`config.mk`:
```
export PLATFORM = sky130hd
export DESIGN_NAME = tcb_lib_arbiter
export DESIGN_NICKNAME = d
export VERILOG_FILES = /design/src/rtl/tcb_lib_arbiter.sv
export SDC_FILE = /design/constraint.sdc
export NUM_CORES = 1
export LEC_CHECK = 0
export ABC_AREA = 1
export BUFFER_PORTS_ARGS = -buffer_cell sky130_fd_sc_hd__buf_2
export CAP_MARGIN = 20
export CORE_AREA = 5 5 107 109
export DETAILED_ROUTE_END_ITERATION = 6
export DIE_AREA = 0 0 112 114
export GPL_TIMING_DRIVEN = 0
export REMOVE_ABC_BUFFERS = 1
export SETUP_SLACK_MARGIN = 0.3
export SYNTH_ARGS = -nofsm -noshare
export SYNTH_HDL_FRONTEND = slang
export SYNTH_SLANG_ARGS = --single-unit
```
`constraint.sdc`:
```
create_clock -name clk -period 1.8 [get_ports clk]
set_input_delay 0.27 -clock clk [delete_from_list [all_inputs] [get_ports clk]]
set_output_delay 0.27 -clock clk [all_outputs]
set_load 0.01 [all_outputs]
```
`src/rtl/tcb_lib_arbiter.sv`:
```
// Round-robin arbiter sharing one TCB subordinate between PN managers.
// Grants hold through backpressure and lock; responses are routed back after DLY cycles.
module tcb_lib_arbiter #(
    parameter int PN  = 2,
    parameter int ABW = 32,
    parameter int DBW = 32,
    parameter int SLW = 8,
    parameter int DLY = 1
) (
    input  logic                       clk,
    input  logic                       rst,
    input  logic [PN-1:0]              man_vld,
    input  logic [PN-1:0]              man_lck,
    input  logic [PN-1:0]              man_wen,
    input  logic [PN*ABW-1:0]          man_adr,
    input  logic [PN*(DBW/SLW)-1:0]    man_ben,
    input  logic [PN*DBW-1:0]          man_wdt,
    output logic [PN-1:0]              man_rdy,
    output logic [PN-1:0]              man_rsp,
    output logic [DBW-1:0]             man_rdt,
    output logic                       man_err,
    output logic                       sub_vld,
    output logic                       sub_lck,
    output logic                       sub_wen,
    output logic [ABW-1:0]             sub_adr,
    output logic [DBW/SLW-1:0]         sub_ben,
    output logic [DBW-1:0]             sub_wdt,
    input  logic                       sub_rdy,
    input  logic [DBW-1:0]             sub_rdt,
    input  logic                       sub_err
);

    localparam int BEW = DBW / SLW;
    localparam int PW  = (PN > 1) ? $clog2(PN) : 1;

    typedef enum logic [1:0] {IDLE, HOLD, LOCK} state_t;

    state_t        state, state_nxt;
    logic [PW-1:0] ptr, ptr_nxt;
    logic [PW-1:0] gnt_q, gnt_nxt;
    logic [PW-1:0] sel, g, ptr_inc;
    logic          xfer;

    // Lowest requester overall covers the wrap case; lowest at or after ptr overrides it.
    always_comb begin
        sel = ptr;
        for (int i = PN - 1; i >= 0; i--) begin
            if (man_vld[i]) sel = PW'(i);
        end
        for (int i = PN - 1; i >= 0; i--) begin
            if (man_vld[i] && (PW'(i) >= ptr)) sel = PW'(i);
        end
    end

    assign g       = (state == IDLE) ? sel : gnt_q;
    assign ptr_inc = (g == PW'(PN - 1)) ? '0 : g + 1'b1;

    always_comb begin
        sub_vld = 1'b0;
        sub_lck = man_lck[0];
        sub_wen = man_wen[0];
        sub_adr = man_adr[0 +: ABW];
        sub_ben = man_ben[0 +: BEW];
        sub_wdt = man_wdt[0 +: DBW];
        man_rdy = '0;
        for (int i = 0; i < PN; i++) begin
            if (g == PW'(i)) begin
                sub_vld    = man_vld[i] & ~rst;
                sub_lck    = man_lck[i];
                sub_wen    = man_wen[i];
                sub_adr    = man_adr[i*ABW +: ABW];
                sub_ben    = man_ben[i*BEW +: BEW];
                sub_wdt    = man_wdt[i*DBW +: DBW];
                man_rdy[i] = sub_rdy & ~rst;
            end
        end
    end

    assign xfer    = sub_vld & sub_rdy;
    assign man_rdt = sub_rdt;
    assign man_err = sub_err;

    always_comb begin
        state_nxt = state;
        ptr_nxt   = ptr;
        gnt_nxt   = gnt_q;
        case (state)
            IDLE: begin
                gnt_nxt = g;
                if (sub_vld && !sub_rdy) begin
                    state_nxt = HOLD;
                end else if (xfer && sub_lck) begin
                    state_nxt = LOCK;
                end else if (xfer) begin
                    ptr_nxt = ptr_inc;
                end
            end
            HOLD: begin
                if (xfer) begin
                    if (sub_lck) begin
                        state_nxt = LOCK;
                    end else begin
                        state_nxt = IDLE;
                        ptr_nxt   = ptr_inc;
                    end
                end else if (!sub_vld) begin
                    // Manager withdrew its request: release without advancing priority.
                    state_nxt = IDLE;
                end
            end
            LOCK: begin
                if (xfer && !sub_lck) begin
                    state_nxt = IDLE;
                    ptr_nxt   = ptr_inc;
                end
            end
            default: state_nxt = IDLE;
        endcase
    end

    always_ff @(posedge clk or posedge rst) begin
        if (rst) begin
            state <= IDLE;
            ptr   <= '0;
            gnt_q <= '0;
        end else begin
            state <= state_nxt;
            ptr   <= ptr_nxt;
            gnt_q <= gnt_nxt;
        end
    end

    generate
        if (DLY == 0) begin : g_nodly
            always_comb begin
                man_rsp = '0;
                for (int i = 0; i < PN; i++) begin
                    if (xfer && (g == PW'(i))) man_rsp[i] = 1'b1;
                end
            end
        end else begin : g_pipe
            logic [DLY-1:0] pv;
            logic [PW-1:0]  pi [DLY];

            always_ff @(posedge clk or posedge rst) begin
                if (rst) begin
                    pv <= '0;
                    for (int k = 0; k < DLY; k++) pi[k] <= '0;
                end else begin
                    pv[0] <= xfer;
                    pi[0] <= g;
                    for (int k = 1; k < DLY; k++) begin
                        pv[k] <= pv[k-1];
                        pi[k] <= pi[k-1];
                    end
                end
            end

            always_comb begin
                man_rsp = '0;
                for (int i = 0; i < PN; i++) begin
                    if (pv[DLY-1] && (pi[DLY-1] == PW'(i))) man_rsp[i] = 1'b1;
                end
            end
        end
    endgenerate

endmodule
```
==> results.yml <==
sta:
  tightestPinTransition_ns: 0.3765
  fin_skew_ns: 0.001605
  min_period_over_period: 1.051
  setup_slack_ns: -0.09147
  slew_headroom: 0.7487
  fmax_mhz: 528.7
  drv_slew: 0
  setup_violations: 73
  hold_viol_final: 0
  layout_min_cycle_time_ns: 1.891
  fin_tns_setup_ns: -4.567
  rsz0062_at_grt: "true"
setup_path:
  cp-end-kind: "output port"
  cpMaxStageDelayCell: "dfrtp_1"
  crit_top_cell: "nand2_4"
  arrival_ns: 1.62
  critPathRequiredTime_ns: 1.53
  timing.rr.start: "state[1]"
  setup.worst_path.start: "state[1]"
  crit_path_start_kind: "flop"
  path_delay_family: "buffers and inverters"
  worst-path-buf-inv: 5
  worstPathMaxFanout: 5
  path_class: "flop to output port"
  cpPeakStageDelay_ns: 0.38
  crit_chain: "inv_2 -> nand2_4 -> buf_12 -> nand2_8 -> nand2_8 -> buf_12 -> buf_6 -> nand2_4 -> nand2_4 -> buf_6"
layout:
  drive_above_1_share: 0.6179
  areaGrowthSynthToFinish_pct: 117.6
  final_common_cell: "buf_2"
  final_cell_area_sq_um: 3487
  multiInputGateArea_sq_um: 1454
  regArea_sq_um: 150.1
  final_cell_mix: "buf_2 (204), nand2_1 (177), nand2_4 (25)"
  n_fill_cell: 1152
  antenna_cells: 0
  nets: 706
  fin_util: 0.3319
grt:
  antenna_found_initial: 0
  grt_first_pass_wirelength_um: 15280
  grt_max_degree: 20
  grt_use_total: 0.1593
  first_global_vias: 2709
  grt_overflow: 0
clocking:
  cts-root-buf: "clkbuf_8"
  cts_num_sinks: 6
  cts_tree: "built"
  cts_buffers: 3
  h-tree-depth: 1
  path_clk_slew_ns: 0.04
  cts_max_path_buffers: 2
  clk_latency_ns: 0.22
pwr:
  ir_worst_vdd_v: 0.0007615
  power_density_nw_per_um2: 1686
  power_leakage_nw: 2.137
  power_mw: 5.879
synthesis:
  avgSynthCellArea_sq_um: 5.121
  yosys.cell_types.count: 22
  synthFlopType: "dfrtp_1"
  async_flop_share: 1.000
  synth_edf_count: 0
  ys_seq_area_frac: 0.09368
  syn_area_sq_um: 1603
  synth_seq_cells: 6
  yosys_warnings: 0
  synth_cells: 313
placed_design:
  portBuffers: 219
  hpwl_um: 6497
  post_dp_cell_area_sq_um: 2491
  gp_congestion: 0.7614
die:
  coreArea_sq_um: 10510
  dieArea_sq_um: 12770
  die-height_um: 114
  initial_core_util: 0.1525
  ios: 286
  die_w_um: 112
  rows: 38
outcome:
  status: "finished with violations"
  violations: "setup timing"
min_path:
  worstHoldPathType: "input pin to async pin"
detailed_routing:
  drt_first_pass_iters: 4
  wl_um: 11370
  drc: 0
  drtIter0Drc: 142
  wl_per_cell_um: 17.07
  via_per_inst: 4.108
  vias: 2736
  antenna_left: 0
flow_run:
  drv_cap: 0
-- power by group --
group	switching (mW)	internal [mW]	leakage (nW)	total (mW)
clock	0.0543	0.143	0.0216	0.198
sequential	0.0415	0.186	0.0768	0.228
combinational	3.20	2.25	2.04	5.45
total	3.29	2.58	2.14	5.88
-- final timing paths --
kind / to / slack, ns / cells past startpoint
min in group clk: ptr / 0.41 / 3
worst max register to register: ptr / -0.07 / 14
max in group asynchronous: gnt_q / 1.46 / 2
worst min-delay path: g_pipe.pi / 0.06 / 2
worst max-delay path: sub_lck / -0.09 / 10
worst min register to register: ptr / 0.55 / 2
-- through the flow --
| step | hold WS, ns | worst slack [ns] | std cells |
|---|---|---|---|
| CTS | 0.03364 | -0.1001 | 660 |
| detailed placement | 0.2678 | -0.6407 | 624 |
| finish | 0.06473 | -0.09147 | 666 |
| global placement | 0.2660 | -1.265 | 624 |
| floorplan | 0.1005 | -0.4437 | 265 |
| global route | 0.08879 | -0.1940 | 666 |
-- layout make-up --
cell class                 count  area share
sequential                     6     0.04306
inverter                      13     0.01866
multi-input combinational    255      0.4169
tap                          140     0.05023
clock buffer                   3     0.01184
timing repair inverter         5     0.02655
timing repair buffer         244      0.4327
-- what timing repair did --
item,in CTS,in global routing
setup endpoints to repair,78,77
pin swaps,11,11
gates resized for setup,62,57
hold buffers,0,0
buffers inserted,21,4
gates cloned,12,2
-- synthesized netlist by cell type, types with 2 or more instances --
cell       n  share of area
buf_4     39           0.18
buf_6      8          0.056
dfrtp_1    6          0.094
inv_1      9          0.021
inv_2      3         0.0070
nand2_1  219           0.51
nand2_2    6          0.023
nand3_1    3         0.0094
nand3_2    2          0.012
nand4_1    2         0.0078
nor2_1     3         0.0070
nor2_4     3          0.021
-- per-layer routing --
metal  GRT usage  share of wire  vias to the layer above
li1            -              -                     1342
met1      0.1946           0.39                     1202
met2      0.2498           0.46                      182
met5     0.05490         0.0066                        -
met3     0.08170           0.13                        8
met4     0.02804         0.0068                        2
-- cell families (layout without fill, tap and decap cells) --
family,Yosys count,after routing,synth area share
buffers and inverters,61,265,0.2756
DFF,6,6,0.09367
and+or+nand+nor,241,250,0.6105
AOI/OAI and AO/OA,5,5,0.02029
-- registers in the layout, summed over array words and instances, names as in the netlist --
signal,cells
g_pipe.pi,1
gnt_q,1
ptr,1
g_pipe.pv,1
state,2
No activity file was read; power rests on OpenSTA's default activity.
